--- src/rtl/regfile_wb_arbiter.sv ---
// Round-robin arbiter that shares the register file's single write port
// between NUM_REQ writeback requesters. The winning write is registered so
// the register file sees clean enable/address/data, and the same registered
// write is exposed as a forwarding tap. A saturating counter tracks committed
// non-r0 writes.
module regfile_wb_arbiter #(
    parameter int NUM_REQ = 2,
    parameter int ADDR_W  = 4,
    parameter int DATA_W  = 8,
    parameter int CNT_W   = 16
) (
    input  logic                      clk,
    input  logic                      rst_n,
    input  logic [NUM_REQ-1:0]        req_valid,
    input  logic [NUM_REQ*ADDR_W-1:0] req_dest,
    input  logic [NUM_REQ*DATA_W-1:0] req_data,
    output logic [NUM_REQ-1:0]        req_ready,
    input  logic                      wb_hold,
    output logic                      reg_write_en,
    output logic [ADDR_W-1:0]         reg_write_dest,
    output logic [DATA_W-1:0]         reg_write_data,
    output logic                      fwd_valid,
    output logic [ADDR_W-1:0]         fwd_dest,
    output logic [DATA_W-1:0]         fwd_data,
    output logic [2:0]                grant_id,
    output logic [CNT_W-1:0]          wb_count
);

    localparam int PTR_W = (NUM_REQ > 1) ? $clog2(NUM_REQ) : 1;

    // Unpacked views of the flattened requester buses
    logic [ADDR_W-1:0] dest_arr [NUM_REQ];
    logic [DATA_W-1:0] data_arr [NUM_REQ];

    generate
        for (genvar gi = 0; gi < NUM_REQ; gi++) begin : g_slice
            assign dest_arr[gi] = req_dest[gi*ADDR_W +: ADDR_W];
            assign data_arr[gi] = req_data[gi*DATA_W +: DATA_W];
        end
    endgenerate

    logic [PTR_W-1:0]  rr_ptr_reg;
    logic              write_en_reg;
    logic [ADDR_W-1:0] write_dest_reg;
    logic [DATA_W-1:0] write_data_reg;
    logic [2:0]        grant_id_reg;
    logic [CNT_W-1:0]  wb_count_reg;

    logic [NUM_REQ-1:0] grant_vec;
    logic               win_found;
    logic [2:0]         win_idx;
    logic [ADDR_W-1:0]  win_dest;
    logic [DATA_W-1:0]  win_data;
    logic [PTR_W-1:0]   rr_ptr_next;
    logic               transfer;

    // Round-robin search: first valid requester at or after rr_ptr, with wrap.
    // Each distance k maps to requester j when rr_ptr+k equals j or j+NUM_REQ,
    // which avoids variable-width indexing into the requester arrays.
    always_comb begin
        grant_vec   = '0;
        win_found   = 1'b0;
        win_idx     = '0;
        win_dest    = '0;
        win_data    = '0;
        rr_ptr_next = rr_ptr_reg;
        for (int k = 0; k < NUM_REQ; k++) begin
            for (int j = 0; j < NUM_REQ; j++) begin
                if (!win_found && req_valid[j] &&
                    ((int'(rr_ptr_reg) + k == j) || (int'(rr_ptr_reg) + k == j + NUM_REQ))) begin
                    win_found    = 1'b1;
                    grant_vec[j] = 1'b1;
                    win_idx      = 3'(j);
                    win_dest     = dest_arr[j];
                    win_data     = data_arr[j];
                    rr_ptr_next  = (j == NUM_REQ - 1) ? '0 : PTR_W'(j + 1);
                end
            end
        end
    end

    // Grants are suppressed while held or while reset is asserted
    assign req_ready = (rst_n && !wb_hold) ? grant_vec : '0;
    assign transfer  = |req_ready;

    // Pointer, registered write port, grant id and committed-write counter
    always_ff @(posedge clk or negedge rst_n) begin
        if (!rst_n) begin
            rr_ptr_reg     <= '0;
            write_en_reg   <= 1'b0;
            write_dest_reg <= '0;
            write_data_reg <= '0;
            grant_id_reg   <= '0;
            wb_count_reg   <= '0;
        end else begin
            // r0 writes are accepted but never enable the port
            write_en_reg <= transfer && (win_dest != '0);
            if (transfer) begin
                rr_ptr_reg     <= rr_ptr_next;
                write_dest_reg <= win_dest;
                write_data_reg <= win_data;
                grant_id_reg   <= win_idx;
            end
            // Count a write in the cycle it is committed; stick at all-ones
            if (write_en_reg && (wb_count_reg != '1)) begin
                wb_count_reg <= wb_count_reg + 1'b1;
            end
        end
    end

    assign reg_write_en   = write_en_reg;
    assign reg_write_dest = write_dest_reg;
    assign reg_write_data = write_data_reg;
    assign fwd_valid      = write_en_reg;
    assign fwd_dest       = write_dest_reg;
    assign fwd_data       = write_data_reg;
    assign grant_id       = grant_id_reg;
    assign wb_count       = wb_count_reg;

endmodule

--- config.mk ---
export PLATFORM = sky130hd
export DESIGN_NAME = regfile_wb_arbiter
export DESIGN_NICKNAME = d
export VERILOG_FILES = /design/src/rtl/regfile_wb_arbiter.sv
export SDC_FILE = /design/constraint.sdc
export NUM_CORES = 1
export LEC_CHECK = 0
export BUFFER_PORTS_ARGS = -buffer_cell sky130_fd_sc_hd__buf_2
export CAP_MARGIN = 5
export CORE_MARGIN = 3
export CORE_UTILIZATION = 46
export DETAILED_ROUTE_END_ITERATION = 16
export PLACE_DENSITY = 0.79
export SLEW_MARGIN = 20
export SYNTH_ARGS = -nofsm -noshare
export SYNTH_HDL_FRONTEND = slang
export SYNTH_SLANG_ARGS = --single-unit
--- constraint.sdc ---
create_clock -name clk -period 2.2 [get_ports clk]
set_input_delay 0.33 -clock clk [delete_from_list [all_inputs] [get_ports clk]]
set_output_delay 0.33 -clock clk [all_outputs]
set_load 0.02 [all_outputs]
==> impl_metrics.toml, run 1 <==
[setup_path]
startpoint_type = "register"
cp.required_ns = 2.41
endpoint_kind = "register"
path_buf_inv = 0
crit_fanout = 5
critical_path_class = "register to register"
crit_path_max_incr_delay_ns = 0.57
slowest_stage = "or4_4"
crit_chain = "ha_1 > nand4_1 > or4_4 > nand2_1 > mux2_2"
critPathTopFamily = "simple AND/OR/NAND/NOR gates"
cp.arrival_ns = 2.17

[cells_and_area]
layout-drive-gt1-share_pct = 39.7
finish.instance_area_um2 = 2000
largest_reg_flops = 16
area_delta_synth_final_pct = 24.4
antennaDiodeCount = 0
fillers = 295
final_nets = 258

[drt]
drcViolationCount = 0
drtIter0Drc = 41
antenna_left = 0
wl_per_cell_um = 13.2
highest_layer = "met4"
drt-total-wl_um = 3600
avgViaCountPerCell = 5.31
wl_met2_um = 1690
vias = 1450
wl_met3_um = 315
dr.pass1.iters = 4
wl_met1_um = 1570

[floorplan]
start_util_pct = 50.2
die_h_um = 65.1
boundaryPins = 76
core_area_um2 = 3200
die_width_um = 65.1
fp.dieArea_um2 = 4240
rows = 20

[synthesis]
ys_warn_count = 0
ys_ff_latch = 31
synth.distinct_cells = 31
synth_edf_count = 0
synth-async-reset-ratio_pct = 100
synthesis.area_um2 = 1610
syn_area_per_cell_um2 = 9.86
synthFlopType = "dfrtp_1"
synthCells = 163
yosysSeqAreaShare_pct = 48.2

[clock_network]
post_cts_buffers = 0
insertion_delay_ns = 0.33
cts_max_level = 2
cts.sinks = 31
cts_buffers = 5
cts.clk_slew.worst_paths_ns = 0.09
clockBufferDepth = 2
cts_tree = "built"
root_buffer = "clkbuf_4"

[timing]
holdWs_ns = 0.292
worst_slew_pin_slew_ns = 0.594
max_slew_margin_pct = 60.1
fmax_ghz = 0.510
setup_viol = 0
rsz0062_at_grt = "false"
period_share_pct = 89.1
finalCriticalPeriod_ns = 1.96
fin_skew_ns = 0.0101
drv_slew = 0
fin_setup_tns_ns = 0
finalHoldViolations = 0

[place]
gp_congestion = 0.752
place_area_um2 = 1920
place_hpwl_um = 2730
port_buffers = 73

[pwr]
p_comb_share_pct = 31.9
seq_power_share_pct = 45.4
clkPwrFrac_pct = 22.7
intPower_w = 0.00104
switching_power_w = 0.000603
power.leakage_nw = 0.950
p_sw_share_pct = 36.6
power_w = 0.00165
cellPowerDensity_nw_per_um2 = 823
peakVddDrop_mv = 0.562

[grt]
grt_pass1_wl_um = 6010
grt_pass1_vias = 1334
grt_max_degree = 31
antenna_found_initial = 0
grtUsageTotal_pct = 18.0
grt_overflow = 0

[run_status]
outcome = "finished clean"

[flow_run]
maxCapViolCount = 0

[worst_hold_path]
min_path_type = "input pin to register"
==> worst reg2reg max path, delay by kind of cell (launching register included) <==
kind | cells | cell delay, ns
adder cells (fa/ha/maj) | 1 | 0.23
flip-flops | 1 | 0.43
multiplexers | 1 | 0.34
AND/OR/NAND/NOR | 3 | 0.85
==> layout by cell type, fill, tap and decap left out, types with 4 or more instances in the layout <==
| master | count |
|---|---|
| nand2_1 | 9 |
| xnor2_1 | 13 |
| buf_2 | 73 |
| clkbuf_4 | 5 |
| buf_4 | 5 |
| nor3_1 | 4 |
| a21oi_1 | 13 |
| nand4_1 | 6 |
| nor2_1 | 17 |
| nand3_1 | 11 |
| a32oi_1 | 12 |
| dfrtp_1 | 31 |
==> cell usage after synthesis, types with 3 or more instances <==
master | number | share of area [%]
buf_4 | 15 | 7.0
nand2_1 | 9 | 2.1
a32oi_1 | 12 | 6.5
nand4_1 | 6 | 2.3
nor2_1 | 17 | 4.0
o21ai_0 | 3 | 0.93
nand3_1 | 11 | 3.4
xnor2_1 | 13 | 7.1
nor3_1 | 4 | 1.2
clkbuf_1 | 5 | 1.2
a21oi_1 | 13 | 4.0
dfrtp_1 | 31 | 48
==> routing by layer <==
layer  vias up  GRT usage [%]
li1        703              -
met1       684           23.3
met2        61           29.9
met3         2           4.27
met4         0           5.44
met5         -              0
==> final cells by class <==
cell class                 instances  area [um2]  area share (%)
timing repair buffer              79         413            20.6
tap                               44        55.1            2.75
clock buffer                       8        68.8            3.44
multi-input combinational        111         688            34.4
sequential                        31         776            38.8
==> through the flow <==
stage | std cells | setup WS (ns) | utilization [%]
finish | 273 | 0.240 | 62.5
global route | 273 | 0.108 | 62.5
CTS | 273 | 0.240 | 62.5
detailed placement | 264 | 0.256 | 60.0
global placement | 264 | 0.325 | 60.0
floorplan | 164 | 0.198 | -
==> kinds of logic (layout without fill, tap and decap cells) <==
group | Yosys count | in the layout | synth area share (%)
adder cells (fa/ha/maj) | 1 | 1 | 0.778
AND/OR/NAND/NOR | 61 | 61 | 19.8
buffers and inverters | 22 | 87 | 9.18
flip-flops | 31 | 31 | 48.2
multiplexers | 1 | 1 | 0.700
XOR/XNOR | 15 | 15 | 8.17
other | 1 | 2 | 0.233
AO/OA/AOI/OAI | 31 | 31 | 12.9
==> worst paths after layout <==
check                                               end  slack, ns                     from  depth (start not counted)
worst max-delay path            wb_count[1]$_DFFE_PN0P_       0.24  wb_count[0]$_DFFE_PN0P_                          5
worst min-delay path            fwd_data[5]$_DFFE_PN0P_       0.29              req_data[5]                          3
worst max register to register  wb_count[1]$_DFFE_PN0P_       0.24  wb_count[0]$_DFFE_PN0P_                          5
worst min register to register   rr_ptr_reg$_DFFE_PN0P_       0.50   rr_ptr_reg$_DFFE_PN0P_                          1
max in group asynchronous       fwd_data[4]$_DFFE_PN0P_       1.31                    rst_n                          3
min in group asynchronous        rr_ptr_reg$_DFFE_PN0P_       0.34                    rst_n                          2
==> power groups by stage <==
| stage | Combinational [W] | Sequential, W | Clock [W] |
|---|---|---|---|
| floorplan | 0.000281 | 0.000854 | 0 |
| global placement | 0.000528 | 0.000751 | 0 |
| detailed placement | 0.000529 | 0.000759 | 0 |
| CTS | 0.000531 | 0.000748 | 0.000388 |
| global route | 0.000573 | 0.000764 | 0.000420 |
| finish | 0.000525 | 0.000748 | 0.000373 |
==> what timing repair did <==
action	4_1_cts	5_1_grt
hold buffers	1	0
hold endpoints to repair	1	0
gates resized for setup	0	0
Note: power is estimated with default switching activity, not from simulation.
==> run 2: changes to the inputs <==
CORE_UTILIZATION = 48   (was 46)
CTS_BUF_LIST = sky130_fd_sc_hd__clkbuf_8   (was not set)
PLACE_DENSITY = 0.82   (was 0.79)
==> run 2 against run 1 <==
  * Cell count rose by 0.37%
  * Sequential share of layout area shrank 0.64 points
  * Register-to-register slack is essentially flat
==> impl_metrics.toml, run 2 (synthesis gave the netlist of run 1 again) <==
[clock_network]
clockBufferDepth = 2
post_cts_buffers = 0
cts_tree = "built"
root_buffer = "clkbuf_8"
insertion_delay_ns = 0.28
cts.clk_slew.worst_paths_ns = 0.06
cts.sinks = 31
cts_max_level = 2
cts_buffers = 5
cts_resized = 0
postCtsHoldBufs = 1

[setup_path]
r2r_end = "wb_count[1]$_DFFE_PN0P_"
r2r_start = "wb_count[0]$_DFFE_PN0P_"
slowest_stage = "or4_4"
critical_path_class = "register to register"
cp.required_ns = 2.37
crit_start = "wb_count[0]$_DFFE_PN0P_"
cp.arrival_ns = 2.12
startpoint_type = "register"
worstRegToRegCells = 5
cp_num_cells = 5
ff2ff_setup_slack_ns = 0.25
cp-endpoint = "wb_count[1]$_DFFE_PN0P_"
crit_path_max_incr_delay_ns = 0.57
crit_chain = "ha_1 > nand4_1 > or4_4 > nand2_1 > mux2_2"
crit_fanout = 5
critPathTopFamily = "simple AND/OR/NAND/NOR gates"
path_buf_inv = 0
endpoint_kind = "register"

[timing]
rsz0062_at_grt = "false"
holdWs_ns = 0.340
period_share_pct = 88.5
drv_slew = 0
fin_setup_tns_ns = 0
fmax_ghz = 0.514
finalCriticalPeriod_ns = 1.95
setup_viol = 0
max_slew_margin_pct = 61.9
worst_slew_pin_slew_ns = 0.568
finalHoldViolations = 0
fin_skew_ns = 0.00409

[floorplan]
boundaryPins = 76
core_area_um2 = 3130
rows = 20
die_h_um = 63.9
die_width_um = 63.9
fp.dieArea_um2 = 4080
start_util_pct = 51.4

[drt]
wl_per_cell_um = 13.3
dr.pass1.iters = 4
wl_met1_um = 1590
avgViaCountPerCell = 5.28
drt-total-wl_um = 3640
drcViolationCount = 0
vias = 1447
highest_layer = "met4"
drtIter0Drc = 83
antenna_left = 0
wl_met2_um = 1660
wl_met3_um = 330

[cells_and_area]
antennaDiodeCount = 0
layout_common_cells = "73 x buf_2, 31 x dfrtp_1, 17 x nor2_1, 13 x a21oi_1, 13 x xnor2_1"
mostFrequentLayoutCell = "buf_2"
layout-drive-gt1-share_pct = 40.4
final_nets = 260
area_delta_synth_final_pct = 26.5
largest_reg_flops = 16
fillers = 263

[grt]
grt_overflow = 0
grt_pass1_vias = 1358
grtUsageTotal_pct = 19.4
grt_max_degree = 26
grt_pass1_wl_um = 6200
antenna_found_initial = 0

[pwr]
cellPowerDensity_nw_per_um2 = 851
power.leakage_nw = 0.968
peakVddDrop_mv = 0.605

[run_status]
outcome = "finished clean"

[worst_hold_path]
whs_path_depth = 3
min_path_type = "input pin to register"

[flow_run]
maxCapViolCount = 0

[place]
place_hpwl_um = 2750
gp_congestion = 0.765
port_buffers = 73
## run 2: how the worst min path moves through the flow
stage                           start                       to  slack, ns
after floorplan                 rst_n  fwd_data[0]$_DFFE_PN0P_       0.03
after global placement          rst_n  fwd_data[5]$_DFFE_PN0P_       0.18
after detailed placement        rst_n  fwd_data[5]$_DFFE_PN0P_       0.18
after CTS                 req_data[3]  fwd_data[3]$_DFFE_PN0P_       0.34
after global routing      req_data[3]  fwd_data[3]$_DFFE_PN0P_       0.35
final                     req_data[3]  fwd_data[3]$_DFFE_PN0P_       0.34
## run 2: final cells by class
cell class | instances | area (um2) | share of cell area, %
multi-input combinational | 111 | 688 | 33.8
clock inverter | 1 | 5.00 | 0.246
clock buffer | 6 | 82.6 | 4.06
sequential | 31 | 776 | 38.1
timing repair buffer | 81 | 428 | 21.0
tap | 44 | 55.1 | 2.71
## run 2: worst reg2reg max path, cell delays in order (launching register included)
cell and delay, ns:
dfrtp_1 0.42, ha_1 0.23, nand4_1 0.16, or4_4 0.57, nand2_1 0.13, mux2_2 0.34
## run 2: routing by layer
metal / GRT usage, % / vias up
met5: 0 / -
met4: 9.16 / 0
met3: 5.10 / 5
met2: 31.1 / 70
met1: 24.2 / 665
li1: - / 707
## run 2: report_power, final
part	internal [W]	switching (W)	leakage, nW	total (W)
sequential	0.000659	0.0000886	0.390	0.000748
clock	0.000245	0.000205	0.0470	0.000450
combinational	0.000203	0.000331	0.531	0.000534
## run 2: stage by stage
stage | total power (W) | setup slack (ns) | cells | utilization (%) | area, um2
global placement | 0.00128 | 0.327 | 266 | 61.9 | 1940
CTS | 0.00176 | 0.251 | 274 | 65.0 | 2030
global route | 0.00183 | 0.180 | 274 | 65.0 | 2030
finish | 0.00173 | 0.254 | 274 | 65.0 | 2030
floorplan | 0.00113 | 0.198 | 164 | - | 1610
detailed placement | 0.00130 | 0.267 | 266 | 61.9 | 1940
==> run 3: changes to the inputs <==
BUFFER_PORTS_ARGS = not set   (was -buffer_cell sky130_fd_sc_hd__buf_2)
CORE_UTILIZATION = 63   (was 48)
DONT_BUFFER_PORTS = 1   (was not set)
GPL_ROUTABILITY_DRIVEN = 0   (was not set)
PLACE_DENSITY = 0.79   (was 0.82)
==> run 3 against run 2 <==
  * Hold slack worse by 0.18 ns
  * Register-to-register slack worse by 0.05 ns
  * Die area down 22%
  * Cell count down 29%
  * Global-route usage up 5.3 points
  * Non-clock buffer count down 63
  * Clock-buffer cell count down 1
  * Critical path type unchanged
  * Largest cell class unchanged
  * Largest power group unchanged
  * Highest routed layer unchanged
==> impl_metrics.toml, run 3 (synthesis gave the netlist of run 1 again) <==
[clock_network]
cts_tree = "built"
post_cts_buffers = 0
clockBufferDepth = 2
cts_max_level = 2
cts.clk_slew.worst_paths_ns = 0.06
cts.sinks = 31
insertion_delay_ns = 0.28
root_buffer = "clkbuf_8"
cts_buffers = 5

[cells_and_area]
layout_common_cells = "31 x dfrtp_1, 17 x nor2_1, 16 x buf_4, 13 x a21oi_1, 13 x xnor2_1"
antennaDiodeCount = 0
register_area_um2 = 776
largest_reg_flops = 16
layout-drive-gt1-share_pct = 16.9
area_delta_synth_final_pct = 7.08
mostFrequentLayoutCell = "dfrtp_1"
fillers = 168
final_nets = 197
final_cell_count_no_fill = 194
multi_input_area_um2 = 688

[drt]
antenna_left = 0
wl_per_cell_um = 19.2
dr.pass1.iters = 4
drt-total-wl_um = 3730
vias = 1253
avgViaCountPerCell = 6.46
drcViolationCount = 0
drtIter0Drc = 90

[timing]
finalHoldViolations = 0
finalCriticalPeriod_ns = 2.00
rsz0062_at_grt = "false"
holdWs_ns = 0.158
worst_slew_pin_slew_ns = 0.610
setup_ws_ns = 0.202
fmax_ghz = 0.501
fin_setup_tns_ns = 0
setup_viol = 0
period_share_pct = 90.8
drv_slew = 0
fin_skew_ns = 0.00730
max_slew_margin_pct = 59.1

[setup_path]
endpoint_kind = "register"
critPathTopFamily = "simple AND/OR/NAND/NOR gates"
slowest_stage = "or4_4"
cp.arrival_ns = 2.16
path_buf_inv = 0
ff2ff_setup_slack_ns = 0.20
crit_chain = "ha_1 > nand4_1 > or4_4 > nand2_1 > mux2_2"
crit_fanout = 13
startpoint_type = "register"
crit_path_max_incr_delay_ns = 0.67
critical_path_class = "register to register"
cp.required_ns = 2.36

[pwr]
cellPowerDensity_nw_per_um2 = 925
intPower_w = 0.00101
p_comb_share_pct = 22.6
clkPwrFrac_pct = 25.0
power_w = 0.00159
peakVddDrop_mv = 0.984
switching_power_w = 0.000584
p_sw_share_pct = 36.7
power.leakage_nw = 0.712
seq_power_share_pct = 52.4

[floorplan]
die_width_um = 56.5
boundaryPins = 76
fp.dieArea_um2 = 3190
core_area_um2 = 2320
start_util_pct = 69.3
die_h_um = 56.5
rows = 17

[flow_run]
maxCapViolCount = 0

[place]
dp_worst_setup_slack_ns = 0.222
port_buffers = 0
dp_cells = 186
place_hpwl_um = 2600

[grt]
grt_overflow = 0
grtUsageTotal_pct = 24.7
grt_max_degree = 32
antenna_found_initial = 0
grt_pass1_wl_um = 6080
grt_pass1_vias = 1314

[run_status]
outcome = "finished clean"

[worst_hold_path]
min_path_type = "input pin to register"
==> run 3: final timing paths <==
check                      depth (start not counted)                     from                       end
min reg2reg                                        1   rr_ptr_reg$_DFFE_PN0P_    rr_ptr_reg$_DFFE_PN0P_
min in group asynchronous                          2                    rst_n  wb_count[11]$_DFFE_PN0P_
max reg2reg                                        5  wb_count[0]$_DFFE_PN0P_   wb_count[1]$_DFFE_PN0P_
max in group asynchronous                          2                    rst_n   fwd_dest[0]$_DFFE_PN0P_
min                                                1             req_valid[1]    rr_ptr_reg$_DFFE_PN0P_
max                                                5  wb_count[0]$_DFFE_PN0P_   wb_count[1]$_DFFE_PN0P_
==> run 3: layout make-up <==
cell class                 count  share of cell area [%]
clock buffer                   5                    4.00
clock inverter                 1                   0.218
sequential                    31                    45.1
timing repair buffer          18                    8.72
tap                           28                    2.03
multi-input combinational    111                    40.0
==> run 3: routing by layer <==
metal / part of all wire (%) / track usage (%) / wire length [um] / vias to the layer above
met1: 41 / 31.0 / 1540 / 618
met2: 50 / 39.1 / 1880 / 50
met3: 7.1 / 9.89 / 265 / 8
met4: 1.3 / 7.12 / 50 / 0
met5: 0 / 0 / 0 / -
li1: - / - / - / 577
==> run 3: what timing repair did <==
action / 4_1_cts / 5_1_grt
resized for setup: 0 / 0
hold endpoints to repair: 31 / 0
hold buffers: 2 / 0
==> run 3: through the flow <==
stage / utilization, % / instance area [um2]
detailed placement: 69.8 / 1620
finish: 74.3 / 1720
CTS: 74.3 / 1720
global route: 74.3 / 1720
floorplan: - / 1610
global placement: 69.8 / 1620
==> run 3: power groups by stage <==
stage	Clock (W)	Sequential, W	Combinational (W)
global placement	0	0.000841	0.000334
global route	0.000432	0.000847	0.000402
floorplan	0	0.000854	0.000281
finish	0.000398	0.000834	0.000360
CTS	0.000406	0.000835	0.000363
detailed placement	0	0.000845	0.000345
